===== src/rtl/offset_decode_rx.sv =====
// Receive side of the +OFFSET link: subtracts OFFSET from each incoming word and buffers it in a DEPTH-entry FIFO.
// Optional sequence checker enabled by defining OFFSET_DECODE_RX_SEQ_CHECK_EN.
module offset_decode_rx #(
    parameter int          DW     = 8,
    parameter int          DEPTH  = 4,
    parameter int unsigned OFFSET = 1
) (
    input  logic                         clk,
    input  logic                         rst,
    input  logic                         in_valid,
    output logic                         in_ready,
    input  logic [DW-1:0]                in_data,
    output logic                         out_valid,
    input  logic                         out_ready,
    output logic [DW-1:0]                out_data,
    output logic [$clog2(DEPTH):0]       level,
    output logic                         seq_err,
    output logic [7:0]                   err_count
);

    localparam int          AW       = $clog2(DEPTH);
    localparam logic [AW:0] FULL_LVL = (AW+1)'(DEPTH);
    localparam logic [DW-1:0] OFF_W  = DW'(OFFSET);

    logic [DW-1:0] mem_q [DEPTH];
    logic [DW-1:0] mem_d [DEPTH];
    logic [AW-1:0] wr_ptr_q, wr_ptr_d;
    logic [AW-1:0] rd_ptr_q, rd_ptr_d;
    logic [AW:0]   level_q, level_d;
    logic          in_ready_q, in_ready_d;
    logic          out_valid_q, out_valid_d;
    logic [DW-1:0] out_data_q, out_data_d;

    logic          push;
    logic          pop;
    logic [DW-1:0] dec_data;

    always_comb begin
        push     = in_valid & in_ready_q;
        pop      = out_valid_q & out_ready;
        dec_data = in_data - OFF_W;

        wr_ptr_d = wr_ptr_q + AW'(push);
        rd_ptr_d = rd_ptr_q + AW'(pop);

        case ({push, pop})
            2'b10:   level_d = level_q + 1'b1;
            2'b01:   level_d = level_q - 1'b1;
            default: level_d = level_q;
        endcase

        // Handshake flags come from the next occupancy so they are pure flop outputs.
        in_ready_d  = (level_d != FULL_LVL);
        out_valid_d = (level_d != '0);

        mem_d = mem_q;
        if (push) begin
            mem_d[wr_ptr_q] = dec_data;
        end

        // The word being written becomes the head when it lands at the new read pointer.
        if (level_d == '0) begin
            out_data_d = out_data_q;
        end else if (push && (wr_ptr_q == rd_ptr_d)) begin
            out_data_d = dec_data;
        end else begin
            out_data_d = mem_q[rd_ptr_d];
        end
    end

    // NOTE: storage has no reset; only the pointers and level decide what is valid.
    always_ff @(posedge clk) begin
        mem_q <= mem_d;
    end

    // NOTE: every state flop uses <= so all updates see pre-edge values.
    always_ff @(posedge clk) begin
        if (rst) begin
            wr_ptr_q    <= '0;
            rd_ptr_q    <= '0;
            level_q     <= '0;
            in_ready_q  <= 1'b0;
            out_valid_q <= 1'b0;
            out_data_q  <= '0;
        end else begin
            wr_ptr_q    <= wr_ptr_d;
            rd_ptr_q    <= rd_ptr_d;
            level_q     <= level_d;
            in_ready_q  <= in_ready_d;
            out_valid_q <= out_valid_d;
            out_data_q  <= out_data_d;
        end
    end

    assign in_ready  = in_ready_q;
    assign out_valid = out_valid_q;
    assign out_data  = out_data_q;
    assign level     = level_q;

`ifdef OFFSET_DECODE_RX_SEQ_CHECK_EN
    logic [DW-1:0] expected_q, expected_d;
    logic          exp_valid_q, exp_valid_d;
    logic          seq_err_q, seq_err_d;
    logic [7:0]    err_count_q, err_count_d;
    logic          mismatch;

    always_comb begin
        mismatch    = push & exp_valid_q & (dec_data != expected_q);
        expected_d  = expected_q;
        exp_valid_d = exp_valid_q;
        if (push) begin
            expected_d  = dec_data + DW'(1);
            exp_valid_d = 1'b1;
        end
        seq_err_d   = mismatch;
        err_count_d = err_count_q;
        if (mismatch && (err_count_q != 8'hFF)) begin
            err_count_d = err_count_q + 8'd1;
        end
    end

    always_ff @(posedge clk) begin
        if (rst) begin
            expected_q  <= '0;
            exp_valid_q <= 1'b0;
            seq_err_q   <= 1'b0;
            err_count_q <= 8'h00;
        end else begin
            expected_q  <= expected_d;
            exp_valid_q <= exp_valid_d;
            seq_err_q   <= seq_err_d;
            err_count_q <= err_count_d;
        end
    end

    assign seq_err   = seq_err_q;
    assign err_count = err_count_q;
`else
    assign seq_err   = 1'b0;
    assign err_count = 8'h00;
`endif

endmodule


===== config.mk =====
export PLATFORM = sky130hd
export DESIGN_NAME = offset_decode_rx
export DESIGN_NICKNAME = d
export VERILOG_FILES = /design/src/rtl/offset_decode_rx.sv
export SDC_FILE = /design/constraint.sdc
export NUM_CORES = 1
export LEC_CHECK = 0
export ABC_AREA = 0
export CAP_MARGIN = 20
export CORE_MARGIN = 2
export CORE_UTILIZATION = 40
export DETAILED_ROUTE_END_ITERATION = 8
export GPL_TIMING_DRIVEN = 0
export PLACE_DENSITY = 0.67
export SLEW_MARGIN = 5
export SYNTH_ARGS = -nofsm -noshare
export SYNTH_HDL_FRONTEND = slang
export SYNTH_SLANG_ARGS = --single-unit

===== constraint.sdc =====
create_clock -name clk -period 5.4 [get_ports clk]
set_input_delay 1.08 -clock clk [delete_from_list [all_inputs] [get_ports clk]]
set_output_delay 1.08 -clock clk [all_outputs]
set_load 0.03 [all_outputs]

==> impl_results.md <==
- Post-CTS sizing: 0
- Clk buf depth: 2
- DPL Wire Length: 2.925 mm
- Ys async rst share: 0
- Mux cell area share after synthesis: 0.08177
- Clock-pin transition on the worst setup and hold timing paths: 0.08 ns
- Initial Utilization: 0.4138
- Dpl cell area: 0.002620 sq mm
- # diodes: 0
- Post-Route WL: 4.057 mm
- F_max: 0.2947 GHz
- CTS root buf: clkbuf_8
- Die Wd: 79.25 um
- Global-route wire length before repair: 6.624 mm
- Status: finished, final reports clean
- CP Cell Sequence: clkdlybuf4s50_1, nand2_1, ha_1, inv_1, fa_1, xor2_1, o21a_1, or3_1, buf_2, nor2_1, a211oi_2
- Final Setup Violations: 0
- YS warnings: 0
- Grt met3 use: 0.04773
- Cell area after synthesis: 0.002265 sq mm
- Final hold slack: 0.4952 ns
- Slowest Stage Delay on Critical Path: 0.44 ns
- Num CTS Buffers: 5
- Clock Latency Late Sink: 0.30 ns
- GRT overflow: 0
- Rows: 27
- Startpoint Class: input port
- Initial antenna violation count: 0
- Max-Cap Viols: 0
- Vias post-DR: 1400
- CP max stage cell: or3_1
- Final cycle utilization of the critical path: 0.6285
- DIE AREA: 0.006280 sq mm
- EDFF count, synth: 32
- Final WS setup: 2.006 ns
- PD cells: 422.8 mW/mm^2
- Place WS: 1.680 ns
- Final net count: 232
- Sequential element share of the synthesized area: 0.5746
- FF+latch area: 0.001301 sq mm
- Yosys top cell area share: 0.4243
- Syn Area/Cell: 12.79 sq um
- Setup TNS: 0 ns
- DR iter-0 viols: 62
- Core ar.: 0.005473 sq mm
- GR peak layer: met2
- Critical path required time: 5.57 ns
- Hold Crit Class: reg -> reg
- Vias in the first global route: 1345
- Total GRT Usage: 0.1444
- Crit path time final: 3.394 ns
- Drt via density: 4.861
- Largest net degree at the start of global routing: 15
- Routability cong.: 0.8556
- Post-CTS Setup Bufs: 0
- Worst ir drop on vdd: 0.1858 mV
- Chip height: 79.25 um
- Fill count: 498
- Share of layout cells above drive strength 1: 0.1574
- Critical path arrival: 3.57 ns
- Hold Buf Count CTS: 0
- Num Clock Sinks: 49
- Compound-Gate Fraction of Synth Area: 0.06519
- RSZ-0062 raised after global routing: no
- I/O Buffers: 23
- CP delay by family, top: simple AND/OR/NAND/NOR gates
- Ys flop type: edfxtp_1
- Area grow syn2layout: 20.39%
- Post-Synth Simple-Gate Area: 0.1320
- # H-tree levels: 2
- Post-Synth XOR/XNOR Area: 0.05912
- Main combinational cell family by area after synthesis: simple AND/OR/NAND/NOR gates
- Crit end category: register
- Met2 usage: 0.2322
- Drt first pass iters: 4
- CTS tree: yes
- Cell area after layout: 0.002726 sq mm
- Antenna viol nets, final: 0
- Average wire per standard cell: 14.09 um
- Buf/Inv on CP: 3
- Most frequent cells in the layout: 32 x edfxtp_1, 23 x nor2_1, 23 x clkdlybuf4s50_1, 17 x dfxtp_1
- IO Pins: 34
- Max-slew violation count: 0
- Seq cells post-synth: 49
- Area taken by multi-input logic gates: 874.6 sq um
- Slew margin rel.: 0.4410
- Leakage: 0.001025 uW
- Post-Synth Adder-Cell Area: 0.03094
- Synth area leader: edfxtp_1
- Crit Path Category: in -> reg
- Highest fanout seen on the critical path: 10
- Drt drc: 0
- Worst Skew: 0.005626 ns
- Dpl cells: 280
- Mapped Cells: 177
- Top cells by area, synth: edfxtp_1 42%, dfxtp_1 15%, mux4_2 6.0%
- Commonest non-fill, non-tap cell in the layout: edfxtp_1
- Library cells used by synthesis: 43
- GR Layer Usage met1: 0.1831
- Worst-Margin Slew: 0.8354 ns
- Final Hold Viols: 0
- Finished Layout Cells: 288
## per-layer routing
metal  up-vias  routed length [um]
li1        698                   -
met1       658                1856
met2        38                1908
met3         6                 233
met4         0                  59
met5         -                   0
## area by class of cell
| class | instances | area share |
|---|---|---|
| timing repair buffer | 23 | 0.08444 |
| buffer | 15 | 0.03442 |
| multi-input combinational | 113 | 0.3208 |
| tap | 72 | 0.03304 |
| clock buffer | 6 | 0.02662 |
| sequential | 49 | 0.4773 |
| inverter | 8 | 0.01101 |
| clock inverter | 2 | 0.01239 |
## worst register-to-register path, delay by kind of cell (launching register included)
kind | cells | cell delay [ns]
xor+xnor | 1 | 0.16
buf+inv | 2 | 0.29
flops | 1 | 0.31
fa+ha+maj | 2 | 0.63
compound gates | 2 | 0.24
simple gates | 3 | 0.75
## cells by family after synthesis
| family | count (synthesis) |
|---|---|
| compound gates | 19 |
| xor+xnor | 12 |
| fa+ha+maj | 5 |
| buf+inv | 23 |
| flops | 49 |
| mux | 11 |
| other cells | 1 |
| simple gates | 57 |
## cell usage after synthesis (2+ instances only)
cell type and count:
edfxtp_1 32, nor3_1 9, a211oi_2 2, a21oi_1 3, mux2i_1 5, ha_1 4
nor2b_1 4, dfxtp_1 17, buf_4 9, nand2_1 7, clkbuf_1 3, nor2_1 23
buf_2 3, a211oi_1 6, xnor2_1 2, inv_1 7, xor2_1 7, mux4_2 6
xor2_2 2, nor4_1 2, nand2b_1 2
## sequential cells by signal, summed over array words and instances, names as in the netlist
signal	flops
mem_q	32
level	3
rd_ptr_q	2
out_valid	1
out_data	8
wr_ptr_q	2
in_ready	1
## where the power goes
| part | total (uW) | switching (uW) | internal, uW |
|---|---|---|---|
| Sequential | 474 | 23.5 | 450 |
| Clock | 252 | 115 | 137 |
| Combinational | 427 | 247 | 181 |
| Total | 1150 | 385 | 767 |
## worst paths after layout
path,startpoint,to,slack [ns],cells past startpoint
worst max register to register,in_ready,out_data[5],2.88,10
worst min register to register,out_data[2],out_data[2],0.50,2
worst max-delay path,in_valid,out_data[5],2.01,11
worst min-delay path,out_data[2],out_data[2],0.50,2
## per-stage QoR
stage / utilization / total power (uW)
floorplan: - / 777.4
global placement: 0.4778 / 907.2
detailed placement: 0.4787 / 912.6
CTS: 0.4982 / 1164
global route: 0.4982 / 1226
finish: 0.4982 / 1153
Note: power is estimated with default switching activity, not from simulation.
